--- config.mk ---
export PLATFORM = sky130hd
export DESIGN_NAME = routine_stopwatch
export DESIGN_NICKNAME = d
export VERILOG_FILES = /design/src/rtl/routine_pkg.sv /design/src/rtl/seg7_decode.sv /design/src/rtl/routine_stopwatch.sv
export SDC_FILE = /design/constraint.sdc
export NUM_CORES = 1
export LEC_CHECK = 0
export CAP_MARGIN = 20
export CORE_UTILIZATION = 55
export CTS_CLUSTER_SIZE = 25
export DETAILED_ROUTE_END_ITERATION = 10
export PLACE_DENSITY = 0.78
export SYNTH_ARGS = -nofsm -noshare
export SYNTH_HDL_FRONTEND = slang
export SYNTH_SLANG_ARGS = --single-unit
--- constraint.sdc ---
create_clock -name Clock -period 2.5 [get_ports Clock]
set_input_delay 0.25 -clock Clock [delete_from_list [all_inputs] [get_ports Clock]]
set_output_delay 0.25 -clock Clock [all_outputs]
set_load 0.01 [all_outputs]
--- src/rtl/routine_pkg.sv ---
// routine_pkg: shared types and constants for the stopwatch display routine.
// State encoding, active-low 7-segment glyphs and bundle field offsets.
package routine_pkg;

  typedef enum logic [1:0] {
    IDLE  = 2'd0,
    RUN   = 2'd1,
    PAUSE = 2'd2
  } state_t;

  typedef struct packed {
    logic [3:0] s1;
    logic [3:0] s0;
    logic [3:0] h1;
    logic [3:0] h0;
  } bcd_t;

  localparam logic [6:0] SEG_0     = 7'b1000000;
  localparam logic [6:0] SEG_1     = 7'b1111001;
  localparam logic [6:0] SEG_2     = 7'b0100100;
  localparam logic [6:0] SEG_3     = 7'b0110000;
  localparam logic [6:0] SEG_4     = 7'b0011001;
  localparam logic [6:0] SEG_5     = 7'b0010010;
  localparam logic [6:0] SEG_6     = 7'b0000010;
  localparam logic [6:0] SEG_7     = 7'b1111000;
  localparam logic [6:0] SEG_8     = 7'b0000000;
  localparam logic [6:0] SEG_9     = 7'b0010000;
  localparam logic [6:0] SEG_BLANK = 7'b1111111;

  localparam int LED_RED_LSB = 36;
  localparam int LED_GRN_LSB = 28;
  localparam int HEX3_LSB    = 21;
  localparam int HEX2_LSB    = 14;
  localparam int HEX1_LSB    = 7;
  localparam int HEX0_LSB    = 0;

  localparam logic [3:0] BCD_NINE = 4'd9;
  localparam logic [3:0] BCD_FIVE = 4'd5;

endpackage

--- src/rtl/seg7_decode.sv ---
// seg7_decode: BCD digit to active-low 7-segment pattern (bit 0 = a).
// Codes 10..15 blank the digit.
module seg7_decode
  import routine_pkg::*;
(
  input  logic [3:0] bcd,
  output logic [6:0] seg
);

  // glyph lookup
  always_comb begin
    seg = SEG_BLANK;
    unique case (bcd)
      4'd0:    seg = SEG_0;
      4'd1:    seg = SEG_1;
      4'd2:    seg = SEG_2;
      4'd3:    seg = SEG_3;
      4'd4:    seg = SEG_4;
      4'd5:    seg = SEG_5;
      4'd6:    seg = SEG_6;
      4'd7:    seg = SEG_7;
      4'd8:    seg = SEG_8;
      4'd9:    seg = SEG_9;
      default: seg = SEG_BLANK;
    endcase
  end

endmodule

--- src/rtl/routine_stopwatch.sv ---
// routine_stopwatch: SS.hh stopwatch packed into a 46-bit display routine.
// Optional lap hold display freeze: define LAP_HOLD_EN.
module routine_stopwatch
  import routine_pkg::*;
#(
  parameter int TICK_DIV = 500000
)
(
  input  logic        Clock,
  input  logic        Reset_n,
  input  logic        StartStop,
  input  logic        Clear,
  input  logic        Lap,
  output logic [45:0] Routine
);

  localparam int PW = (TICK_DIV > 2) ? $clog2(TICK_DIV) : 1;
  localparam logic [PW-1:0] TICK_LAST = PW'(TICK_DIV - 1);

  logic [1:0] sync1;
  logic [1:0] sync2;
  logic [1:0] sync3;
  logic [1:0] ev;
  logic       ev_ss;
  logic       ev_clr;

  state_t     state;
  state_t     state_n;
  logic       go_idle;

  logic [PW-1:0] presc;
  logic          tick;

  bcd_t       bcd;
  bcd_t       bcd_n;
  bcd_t       shown;
  logic       sec_carry;
  logic       wrap_hit;

  logic [7:0] walker;
  logic       wrap;
  logic       hold;

  logic [6:0] hex3;
  logic [6:0] hex2;
  logic [6:0] hex1;
  logic [6:0] hex0;

  // two-flop sync, then a registered rising-edge pulse
  always_ff @(posedge Clock or negedge Reset_n) begin
    if (!Reset_n) begin
      sync1 <= '0;
      sync2 <= '0;
      sync3 <= '0;
      ev    <= '0;
    end else begin
      sync1 <= {Clear, StartStop};
      sync2 <= sync1;
      sync3 <= sync2;
      ev    <= sync2 & ~sync3;
    end
  end

  assign ev_ss  = ev[0];
  assign ev_clr = ev[1];

  // state register
  always_ff @(posedge Clock or negedge Reset_n) begin
    if (!Reset_n) begin
      state <= IDLE;
    end else begin
      state <= state_n;
    end
  end

  // next state; clear beats start/stop
  always_comb begin
    state_n = state;
    go_idle = 1'b0;
    if (ev_clr) begin
      state_n = IDLE;
      go_idle = 1'b1;
    end else if (ev_ss) begin
      case (state)
        IDLE:    state_n = RUN;
        RUN:     state_n = PAUSE;
        PAUSE:   state_n = RUN;
        default: state_n = IDLE;
      endcase
    end
  end

  assign tick = (state == RUN) && (presc == TICK_LAST);

  // prescaler: runs in RUN, holds in PAUSE, zero in IDLE
  always_ff @(posedge Clock or negedge Reset_n) begin
    if (!Reset_n) begin
      presc <= '0;
    end else if (go_idle || tick) begin
      presc <= '0;
    end else if (state == RUN) begin
      presc <= presc + 1'b1;
    end
  end

  // BCD ripple increment on a tick
  always_comb begin
    bcd_n     = bcd;
    sec_carry = 1'b0;
    wrap_hit  = 1'b0;
    if (tick) begin
      if (bcd.h0 != BCD_NINE) begin
        bcd_n.h0 = bcd.h0 + 4'd1;
      end else begin
        bcd_n.h0 = 4'd0;
        if (bcd.h1 != BCD_NINE) begin
          bcd_n.h1 = bcd.h1 + 4'd1;
        end else begin
          bcd_n.h1  = 4'd0;
          sec_carry = 1'b1;
          if (bcd.s0 != BCD_NINE) begin
            bcd_n.s0 = bcd.s0 + 4'd1;
          end else begin
            bcd_n.s0 = 4'd0;
            if (bcd.s1 != BCD_FIVE) begin
              bcd_n.s1 = bcd.s1 + 4'd1;
            end else begin
              bcd_n.s1 = 4'd0;
              wrap_hit = 1'b1;
            end
          end
        end
      end
    end
  end

  // digits, seconds walker and sticky wrap flag
  always_ff @(posedge Clock or negedge Reset_n) begin
    if (!Reset_n) begin
      bcd    <= '0;
      walker <= 8'h01;
      wrap   <= 1'b0;
    end else if (go_idle) begin
      bcd    <= '0;
      walker <= 8'h01;
      wrap   <= 1'b0;
    end else begin
      bcd <= bcd_n;
      if (sec_carry) begin
        walker <= {walker[6:0], walker[7]};
      end
      if (wrap_hit) begin
        wrap <= 1'b1;
      end
    end
  end

`ifdef LAP_HOLD_EN
  logic lap1;
  logic lap2;
  logic lap3;
  logic ev_lap;
  bcd_t snap;

  // lap input sync and edge pulse
  always_ff @(posedge Clock or negedge Reset_n) begin
    if (!Reset_n) begin
      lap1   <= 1'b0;
      lap2   <= 1'b0;
      lap3   <= 1'b0;
      ev_lap <= 1'b0;
    end else begin
      lap1   <= Lap;
      lap2   <= lap1;
      lap3   <= lap2;
      ev_lap <= lap2 & ~lap3;
    end
  end

  // lap toggles hold in RUN; snapshot taken as hold sets
  always_ff @(posedge Clock or negedge Reset_n) begin
    if (!Reset_n) begin
      hold <= 1'b0;
      snap <= '0;
    end else if (go_idle) begin
      hold <= 1'b0;
    end else if (ev_lap && (state == RUN)) begin
      hold <= ~hold;
      if (!hold) begin
        snap <= bcd;
      end
    end
  end

  assign shown = hold ? snap : bcd;
`else
  logic unused_lap;

  assign unused_lap = Lap;
  assign hold       = 1'b0;
  assign shown      = bcd;
`endif

  seg7_decode u_hex3 (.bcd(shown.s1), .seg(hex3));
  seg7_decode u_hex2 (.bcd(shown.s0), .seg(hex2));
  seg7_decode u_hex1 (.bcd(shown.h1), .seg(hex1));
  seg7_decode u_hex0 (.bcd(shown.h0), .seg(hex0));

  // pack the display bundle
  always_comb begin
    Routine = '0;
    Routine[LED_RED_LSB +: 10] = {wrap, 1'b0, walker};
    Routine[LED_GRN_LSB +: 8]  = {4'b0000, hold,
                                  state == PAUSE,
                                  state == RUN,
                                  state == IDLE};
    Routine[HEX3_LSB +: 7] = hex3;
    Routine[HEX2_LSB +: 7] = hex2;
    Routine[HEX1_LSB +: 7] = hex1;
    Routine[HEX0_LSB +: 7] = hex0;
  end

endmodule

-- After elaboration in Yosys (flattened, before gate mapping)
Memories as Yosys holds them, arrays and structs flattened.
Index checks and enable logic that the tools add are counted.
- flip-flop bits (word level): 54
- bits in read-only memories: 448
- logic and storage cells: 72
- memories: 4
- memories (name ; depth ; bits a word ; read ports ; clocked after memory_dff ; wr ports ; line ; RTL):
    (no name shown) ; 16 ; 7 ; 1 ; 0 ; 0 ; seg7_decode.sv:13 ; unique case (bcd)
    (no name shown) ; 16 ; 7 ; 1 ; 0 ; 0 ; seg7_decode.sv:13 ;
    (no name shown) ; 16 ; 7 ; 1 ; 0 ; 0 ; seg7_decode.sv:13 ;
    (no name shown) ; 16 ; 7 ; 1 ; 0 ; 0 ; seg7_decode.sv:13 ;
- $add $sub $neg: 5
- eq/ne operators: 10
- muxes and demuxes: 27
- bitwise logic cells: 2
- reductions and logical operators: 12
- operators with widths (operator ; count):
    $mux 19 ; 2
    $mux 16 ; 2
    $mux 8 ; 3
    $mux 4 ; 5
    $add 19x1->19 const B ; 1
    $eq 19x19->1 const B ; 1
    $add 4x1->4 const B ; 4
    $mux 12 ; 1
    $ne 4x4->1 const B ; 3
    $mux 1 ; 11
    $reduce_bool 2->1 ; 5
    $ne 2x2->1 const B ; 3
    $mux 2 ; 2
    $ne 4x3->1 const B ; 1
    $pmux 2 s2 ; 1
    $reduce_and 4->1 ; 1
    $reduce_and 3->1 ; 1
    $and 2x2->2 ; 1
    $eq 2x1->1 const B ; 1
    $eq 2x2->1 const B ; 1
    $logic_not 2->1 ; 1
    $not 2->2 ; 1
    $reduce_and 2->1 ; 1
    $reduce_or 2->1 ; 1
    other kinds (2) ; 2

-- Longest topological paths before layout
Gate-level depths: netlist of run 1.
- depth after elaboration: 8
- gate-level depth with buffers: 7
- gate-level depth less buffers: 6

-- By module
A second synthesis of run 1 with hierarchy kept.
- cells, all modules: 426
- area, all modules: 3666.0 um2
- modules (own cells, without submodules) (module ; times used ; cells an instance ; area each (um2)):
    routine_stopwatch ; 1 ; 294 ; 2825.2
    seg7_decode ; 4 ; 33 ; 210.2

-- Worst setup path after synthesis of run 1
Ideal clock, no wire load.
- path kind: register to register
- start: reg presc[0]
- end: reg presc[18]
- library setup time: 0.078 ns
- arrival time: 1.822 ns
- data required time: 2.422 ns
- path slack: 0.601 ns
- cell stages (with the launch flop): 7
- buffers on the path: 1
- clock period less this slack: 1.899 ns
- path through: dfrtp_1 ha_1 nand3_2 or4_1 buf_2 or3_1 a21oi_1
- word-level cells in the longest chain between the ends: 4
- ends and longest elaborated chain (item ; line ; RTL):
    start: declaration ; routine_stopwatch.sv:31 ; logic [PW-1:0] presc;
    start signal: assignment ; routine_stopwatch.sv:102 ; presc <= presc + 1'b1;
    branches (longest 4 deep; another with $add 19x1->19) ; - ;
Several ways; the timed one is not identified. The select of a mux whose other input is x is not followed.
A chain may end at the register's enable or synchronous reset.

-- Worst setup path after layout of run 1
- start: reg, netlist name bcd[1]
- end: out Routine[3]
- word-level cells in the longest chain between the ends: 1
- ends and longest elaborated chain (item ; line ; RTL):
    $mem_v2 16x7 ; - ;
    end: declaration ; routine_stopwatch.sv:14 ; output logic [45:0] Routine
No other way between the ends.

==> results.json, run 1 <==
{
  "insertion_delay_ns": 0.31,
  "wl_per_cell_um": 13.81,
  "relSlewSlack_pct": 39.89,
  "wl_met1_mm": 3.480,
  "cts_buffers": 5,
  "fin_crit_ns": 2.362,
  "synth-async-reset-ratio_pct": 100.0,
  "worstMarginPinSlew_ns": 0.9017,
  "multi_input_area_um2": 1853,
  "start_util_pct": 57.33,
  "grt_pass1_wl_mm": 12.39,
  "timing_hold_violations_final": 0,
  "ys_warn_count": 0,
  "ys_seq_area_share_pct": 39.61,
  "rr_endpoint": "bcd[15]$_DFFE_PN0P_",
  "worstRegToRegCells": 7,
  "final_cell_mix": "51 x dfrtp_1, 50 x a21oi_1, 42 x clkdlybuf4s50_1",
  "pin_count": 51,
  "synthCells": 406,
  "hold_class": "input port to async pin",
  "num_antenna_cells": 0,
  "rsz0062_at_grt": "false",
  "r2r-start": "bcd[1]$_DFFE_PN0N_",
  "num_rows": 28,
  "cp.required_ns": 2.25,
  "report.final.slew_viol_count": 0,
  "fmax_mhz": 423.3,
  "arrival_ns": 2.11,
  "drt_iter0_drc": 125,
  "die_h_um": 80.79,
  "postRouteAntennaNets": 0,
  "n_fill_cell": 510,
  "netlist_area_um2": 3415,
  "cp-end-kind": "output pin",
  "die_x_um": 80.79,
  "first_pass_iters": 4,
  "dp_hpwl_mm": 5.143,
  "vias": 2967,
  "cts_num_sinks": 54,
  "grt.total_usage_pct": 24.16,
  "fin_tns_setup_ns": 0,
  "area_delta_synth_final_pct": 16.86,
  "coreArea_um2": 5956,
  "grt_pass1_vias": 2693,
  "synth.avg_cell_area_um2": 8.410,
  "fin_cells": 519,
  "worst-path-max-fanout": 7,
  "met3_length_um": 212,
  "min_period_over_period_pct": 94.50,
  "p_per_area_nw_per_um2": 421.2,
  "wl_mm": 7.167,
  "cts_tree": "yes",
  "ctsHoldBuffers": 0,
  "path_class": "flop to output pin",
  "ctsRootBufferMaster": "clkbuf_8",
  "run_status": "complete, no violations",
  "nets": 469,
  "regArea_um2": 1355,
  "gr-total-overflow": 0,
  "grt_start_max_net_pins": 41,
  "clk_pin_slew_ns": 0.10,
  "synthFlopType": "dfrtp_1",
  "route.met2.wl_mm": 3.421,
  "layout_commonest_cell": "dfrtp_1",
  "yosys.cell_types.count": 46,
  "endpoint": "Routine[3]",
  "vias_per_cell": 5.717,
  "clockBufferDepth": 2,
  "cap_violations": 0,
  "die_area_um2": 6527,
  "drive_gt1_share_pct": 7.883,
  "synth-edff-count": 0,
  "worstSetupStartpointType": "flop",
  "portBuffers": 43,
  "leakagePower_uw": 0.001684,
  "cp-startpoint": "bcd[1]$_DFFE_PN0N_",
  "htree_levels": 2,
  "ff2ff_setup_slack_ns": 0.30,
  "setup_viol": 0,
  "place.gp.congestion": 0.8024,
  "ir_drop_v": 0.0003817,
  "synth-seq-cells": 54,
  "hold_slack_ns": 0.06342,
  "clock_skew_ns": 0.01137,
  "drc": 0,
  "maxUsedRoutingLayer": "met4",
  "antenna_found_initial": 0,
  "placedCellCount": 511
}
## power by group
group | internal [uW] | switching (uW) | leakage (uW)
registers | 904 | 39.3 | 0.000728
logic | 64.0 | 95.9 | 0.000898
clock network | 295 | 282 | 0.0000579
total | 1260 | 417 | 0.00168
## cell families (layout without fill, tap and decap cells)
| group | Yosys count | count (layout) | share of synthesized area [%] |
|---|---|---|---|
| adders and majority gates | 21 | 21 | 7.695 |
| and+or+nand+nor | 162 | 162 | 25.43 |
| muxes | 5 | 5 | 1.502 |
| AOI/OAI and AO/OA | 104 | 104 | 16.67 |
| buffers and inverters | 50 | 83 | 6.669 |
| DFF | 54 | 54 | 39.61 |
| xor gates and xnor gates | 9 | 9 | 2.309 |
| other | 1 | 6 | 0.1098 |
## worst max-delay path, cell delays in order (launching register included)
cell	delay (ns)
dfrtp_1	0.46
inv_1	0.12
ha_1	0.23
or2_2	0.30
a21oi_1	0.15
nor2_1	0.05
clkdlybuf4s50_1	0.49
## cell usage after synthesis (all sizes together), types with 10 or more instances
| library cell | count | area share [%] |
|---|---|---|
| nand2 | 37 | 4.1 |
| a21oi | 50 | 7.3 |
| ha | 21 | 7.7 |
| dfrtp | 53 | 39 |
| clkbuf | 11 | 1.2 |
| o31ai | 10 | 2.2 |
| nor2 | 37 | 4.1 |
| o21ai | 36 | 5.4 |
| nand4 | 17 | 3.5 |
| nand3 | 19 | 2.9 |
| buf | 16 | 2.9 |
| inv | 22 | 2.4 |
## per-stage QoR
step                      utilization [%]  total power (uW)  cell area [um2]  setup WS [ns]
after floorplan                         -              1062             3433         0.6007
after global placement              65.13              1112             3879         0.3603
after detailed placement            65.13              1123             3879         0.3185
after CTS                           66.95              1695             3988        0.08314
after global routing                67.00              1762             3990        0.01648
final                               67.00              1681             3990         0.1376
## state kept, by name (all words and copies together) (netlist names)
register,cells
presc,19
bcd,16
walker,8
ev,2
state,2
sync1,2
sync2,2
sync3,2
wrap,1
## metal layers
layer / up-vias / global-route usage, %
met3: 4 / 4.045
met2: 53 / 40.08
li1: 1496 / -
met1: 1414 / 33.48
met4: 0 / 4.821
met5: - / 0
## repair_timing
action	in CTS	in global routing
buffers inserted	0	0
resized for setup	0	2
setup endpoints to repair	0	3
## worst min-delay path by stage
stage | to | start | slack (ns)
floorplan | bcd[0]$_DFFE_PN0N_ | Reset_n | -0.05
global placement | sync2[0]$_DFF_PN0_ | sync1[0]$_DFF_PN0_ | 0.33
detailed placement | sync2[0]$_DFF_PN0_ | sync1[0]$_DFF_PN0_ | 0.34
CTS | sync3[0]$_DFF_PN0_ | Reset_n | 0.10
global route | bcd[4]$_DFFE_PN0P_ | Reset_n | 0.12
finish | presc[3]$_DFFE_PN0P_ | Reset_n | 0.06
## final cells by class
cell class                      count  area share (%)
Timing Repair Buffer               52           12.35
Clock buffer                        5           1.725
Clock inverter                      3           1.003
Inverter                           23           2.164
Sequential cell                    54           33.96
Tap cell                           75           2.352
Multi-Input combinational cell    307           46.44
Power figures use the tool's default switching activity.
==> run 2: changes to the inputs <==
CORE_MARGIN = 2   (was unset)
==> run 2 against run 1 <==
  * Flip-flop and latch count unchanged
  * Sequential share of layout area about the same
  * Total power decreased by 5.7%
  * Fmax decreased by 1.0%
  * Clock power decreased by 16%
  * Combinational power about the same
  * Core utilization about the same
  * Critical path depth unchanged
  * Final cell count increased by 0.39%
  * Critical endpoint is now Routine[10]
  * Largest power group unchanged
  * Highest routed layer unchanged
==> results.json, run 2 (same netlist as run 1, synthesis figures left out) <==
{
  "run_status": "complete, no violations",
  "crit_path_top_delay_cell": "clkdlybuf4s50_1",
  "worstRegToRegCells": 6,
  "drive_gt1_share_pct": 7.848,
  "cts_num_sinks": 54,
  "setup_viol": 0,
  "largest_reg_flops": 19,
  "fin_tns_setup_ns": 0,
  "max_stage_delay_ns": 0.50,
  "final_cell_mix": "52 x dfrtp_1, 50 x a21oi_1, 42 x clkdlybuf4s50_1",
  "num_rows": 28,
  "path_class": "flop to output pin",
  "fmax_mhz": 419.0,
  "setup_slack_ns": 0.1135,
  "report.final.slew_viol_count": 0,
  "hold_class": "flop to flop",
  "top_regs": "presc (19), bcd (16), walker (8)",
  "clockBufferDepth": 2,
  "layout_commonest_cell": "dfrtp_1",
  "vias_per_cell": 5.816,
  "grt_pass1_vias": 2747,
  "vias": 3030,
  "worst-path-max-fanout": 7,
  "arrival_ns": 2.14,
  "leakagePower_uw": 0.001681,
  "num_antenna_cells": 0,
  "die_x_um": 82.79,
  "clock_skew_ns": 0.01038,
  "largest_register": "presc",
  "ctsRootBufferMaster": "clkbuf_8",
  "first_pass_iters": 4,
  "wl_per_cell_um": 13.75,
  "post-place-ws_ns": 0.4097,
  "gr-total-overflow": 0,
  "rsz0062_at_grt": "false",
  "dp_hpwl_mm": 5.323,
  "die_h_um": 82.79,
  "cts_buffers": 5,
  "nets": 471,
  "pin_count": 51,
  "wl_mm": 7.163,
  "insertion_delay_ns": 0.31,
  "start_util_pct": 57.33,
  "crit_chain": "inv_1, ha_1, or2_2, a21oi_1, nor2_1, clkdlybuf4s50_1",
  "hold_path_depth": 0,
  "place.gp.congestion": 0.8900,
  "grt.total_usage_pct": 22.48,
  "fin_area_um2": 3988,
  "worstSetupStartpointType": "flop",
  "coreArea_um2": 5956,
  "drc": 0,
  "fin_crit_ns": 2.386,
  "worstMarginPinSlew_ns": 0.6118,
  "cts_tree": "yes",
  "relSlewSlack_pct": 59.22,
  "timing_hold_violations_final": 0,
  "cp-end-kind": "output pin",
  "min_period_over_period_pct": 95.46,
  "p_per_area_nw_per_um2": 397.5,
  "htree_levels": 2,
  "drt_iter0_drc": 146,
  "postRouteAntennaNets": 0,
  "clk_pin_slew_ns": 0.10,
  "die_area_um2": 6854,
  "portBuffers": 43,
  "placed_cell_area_um2": 3886,
  "cp.required_ns": 2.25,
  "grt_pass1_wl_mm": 12.18,
  "grt_start_max_net_pins": 30,
  "ir_drop_v": 0.0003190,
  "cap_violations": 0,
  "antenna_found_initial": 0,
  "area_delta_synth_final_pct": 16.78
}
## run 2: cell types whose count changed in the layout (fill, tap and decap cells not counted)
cell	change
buf_4	+1
bufinv_16	-1
clkinv_2	-1
clkinv_4	+1
clkinvlp_4	+1
dfrtp_1	+1
dfrtp_2	-1
dlygate4sd3_1	+1
## run 2: critical path, delay by kind of cell, from the launching register on
kind	cells	cell delay (ns)
simple gates	2	0.34
fa+ha+maj	1	0.23
compound gates	1	0.14
buf+inv	2	0.63
flops	1	0.48
## run 2: metrics by stage
stage                     util [%]  hold WS, ns  cells  total power, uW
after floorplan                  -     -0.04559    411             1062
after global placement       65.25       0.2951    512             1114
after detailed placement     65.25       0.2924    512             1118
after CTS                    66.93       0.3618    521             1593
after global routing         66.95       0.3755    521             1646
final                        66.95       0.3568    521             1585
## run 2: path summary, 6_finish.rpt
kind	from	endpoint	slack, ns
min in group asynchronous	Reset_n	walker[3]$_DFFE_PN0P_	0.48
max in group asynchronous	Reset_n	bcd[0]$_DFFE_PN0N_	1.39
hold / removal	sync1[0]$_DFF_PN0_	sync2[0]$_DFF_PN0_	0.36
setup reg to reg	bcd[1]$_DFFE_PN0N_	bcd[11]$_DFFE_PN0P_	0.39
hold reg to reg	sync1[0]$_DFF_PN0_	sync2[0]$_DFF_PN0_	0.36
setup / recovery	bcd[5]$_DFFE_PN0P_	Routine[10]	0.11
## run 2: layout make-up
class | instances | area [um2]
inverter | 23 | 86.33
sequential | 54 | 1354
multi-input combinational | 307 | 1853
clock buffer | 5 | 68.82
tap | 75 | 93.84
timing repair buffer | 54 | 510.5
fill | 519 | 1968
clock inverter | 3 | 21.27
## run 2: timing repair
action	4_1_cts	5_1_grt
hold buffers	1	0
endpoints found under the hold margin	25	0
gates resized for setup	0	1
setup buffers	0	0
setup endpoints to repair	0	2
## run 2: routing by layer
metal	track usage (%)	part of all wire, %	up-vias
met5	0	0	-
met4	6.393	0.99	0
met3	3.355	3.3	9
met2	37.82	50	58
met1	30.35	46	1447
li1	-	-	1516
## run 2: power by group
part	switching (uW)	internal [uW]	leakage, uW
combinational	97.2	65.8	0.000907
clock	286	197	0.0000441
sequential	34.1	904	0.000730
==> run 3: changes to the inputs <==
CORE_ASPECT_RATIO = 0.7   (was unset)
==> run 3 against run 2 <==
  * Routed wire length rose by 10%
  * Clock skew is 0.0046 ns lower
  * Die area up 0.15%
  * Core utilization increased by 1.4 points
  * Non-clock buffer count fell by 1
  * Flip-flop and latch count unchanged
  * Clock-buffer cell count unchanged
  * Setup slack improved by 0.029 ns
  * First-iteration DRC count rose by 46%
==> results.json, run 3 (same netlist as run 1, synthesis figures left out) <==
{
  "run_status": "complete, no violations",
  "cp-end-kind": "output pin",
  "crit_family": "buffers and inverters",
  "grt.busiest_layer": "met1",
  "insertion_delay_ns": 0.31,
  "grt_pass1_vias": 2810,
  "drc": 0,
  "report.final.slew_viol_count": 0,
  "die_x_um": 98.18,
  "clockBufferDepth": 2,
  "gr-total-overflow": 0,
  "pin_count": 51,
  "num_rows": 23,
  "gr-usage-met3_pct": 4.104,
  "setup_viol": 0,
  "antenna_found_initial": 0,
  "grt_util_met1_pct": 36.56,
  "hold_slack_ns": 0.04868,
  "grt_pass1_wl_mm": 13.70,
  "htree_levels": 2,
  "clock_skew_ns": 0.005799,
  "cts_num_sinks": 54,
  "largest_reg_flops": 19,
  "area_delta_synth_final_pct": 17.55,
  "crit_path_top_delay_cell": "clkdlybuf4s50_1",
  "fin_tns_setup_ns": 0,
  "cap_violations": 0,
  "min_period_over_period_pct": 94.29,
  "post-place-ws_ns": 0.3783,
  "layout_commonest_cell": "a21oi_1",
  "setup_slack_ns": 0.1427,
  "worst-path-max-fanout": 6,
  "dp_hpwl_mm": 5.650,
  "portBuffers": 43,
  "grt_start_max_net_pins": 39,
  "ir_drop_v": 0.0003877,
  "final_util_pct": 68.37,
  "rsz0062_at_grt": "false",
  "place.gp.congestion": 0.8820,
  "ctsRootBufferMaster": "clkbuf_8",
  "grt.total_usage_pct": 23.97,
  "hold_class": "input port to async pin",
  "top_regs": "presc (19), bcd (16), walker (8)",
  "met2_usage_pct": 36.45,
  "final_cell_mix": "50 x a21oi_1, 49 x dfrtp_1, 42 x clkdlybuf4s50_1",
  "vias": 3034,
  "num_antenna_cells": 0,
  "drt_iter0_drc": 213,
  "placed_cell_area_um2": 3892,
  "worst-path-buf-inv": 2,
  "leakagePower_uw": 0.001686,
  "relSlewSlack_pct": 40.19,
  "first_pass_iters": 5,
  "cts_tree": "yes",
  "worstSetupStartpointType": "flop",
  "fin_crit_ns": 2.357,
  "p_per_area_nw_per_um2": 432.1,
  "die_area_um2": 6864,
  "fin_area_um2": 4014,
  "coreArea_um2": 5871,
  "vias_per_cell": 5.835,
  "start_util_pct": 58.16,
  "wl_mm": 7.908,
  "largest_register": "presc",
  "post_cts_buffers": 0,
  "cp.required_ns": 2.25,
  "timing_hold_violations_final": 0,
  "max_stage_delay_ns": 0.57,
  "postRouteAntennaNets": 0,
  "worstMarginPinSlew_ns": 0.8972,
  "path_class": "flop to output pin",
  "drive_gt1_share_pct": 8.764,
  "nets": 470,
  "die_h_um": 69.92,
  "crit_chain": "inv_1, ha_1, nand2_1, a21oi_1, nor2_1, clkdlybuf4s50_1",
  "wl_per_cell_um": 15.21,
  "fmax_mhz": 424.2,
  "arrival_ns": 2.11,
  "clk_pin_slew_ns": 0.10,
  "cts_buffers": 5
}
[run 3: cell count changes in the layout (fill, tap and decap cells not counted)]
| cell | previous run | this run |
|---|---|---|
| clkinv_2 | 1 | 0 |
| clkinvlp_4 | 1 | 0 |
| nor4_1 | 3 | 2 |
| dfrtp_2 | 1 | 4 |
| nor4_2 | 0 | 1 |
| dlygate4sd3_1 | 1 | 0 |
| bufinv_16 | 0 | 1 |
| inv_6 | 0 | 2 |
| clkinv_4 | 1 | 0 |
| dfrtp_1 | 52 | 49 |
[run 3: metrics by stage]
stage,std cells,total power [uW]
after CTS,520,1742
after global placement,512,1124
after floorplan,411,1062
after global routing,520,1798
final,520,1734
after detailed placement,512,1130
[run 3: report_power, final]
| part | leakage [uW] | internal (uW) | switching, uW | total, uW |
|---|---|---|---|---|
| clock | 0.0000591 | 306 | 313 | 620 |
| sequential | 0.000725 | 904 | 38.3 | 943 |
| combinational | 0.000902 | 69.5 | 102 | 172 |
[run 3: worst register-to-register path: cells and delay by family, from the launching register on]
family,cells,cell delay (ns)
compound gates,1,0.16
fa+ha+maj,1,0.22
buf+inv,1,0.13
flops,1,0.47
simple gates,3,1.07
[run 3: final cells by class]
cell class | instances | area [um2]
fillers | 484 | 1857
flip-flops and latches | 54 | 1358
well taps | 75 | 93.84
clock inverters | 3 | 47.55
clock buffers | 5 | 68.82
multi-input cells | 307 | 1859
repair buffers | 53 | 500.5
inverters | 23 | 86.33
[run 3: worst paths after layout]
check | slack [ns] | start | cells past startpoint | end
min in group Clock | 0.36 | sync1[1]$_DFF_PN0_ | 0 | sync2[1]$_DFF_PN0_
min | 0.05 | Reset_n | 1 | presc[16]$_DFFE_PN0P_
max | 0.14 | bcd[8]$_DFFE_PN0P_ | 6 | Routine[17]
max in group asynchronous | 1.73 | Reset_n | 2 | bcd[13]$_DFFE_PN0P_
min reg2reg | 0.36 | sync1[1]$_DFF_PN0_ | 0 | sync2[1]$_DFF_PN0_
max reg2reg | 0.39 | bcd[1]$_DFFE_PN0N_ | 6 | bcd[11]$_DFFE_PN0P_
[run 3: repair_timing]
action,CTS,global route
resized for setup,0,4
setup endpoints to repair,0,6
hold buffers,0,0
hold endpoints to repair,0,0
[run 3: routing by layer]
layer,vias up,share of wire (%)
met1,1448,51
li1,1499,-
met3,5,4.7
met4,0,0.42
met2,82,44
met5,-,0
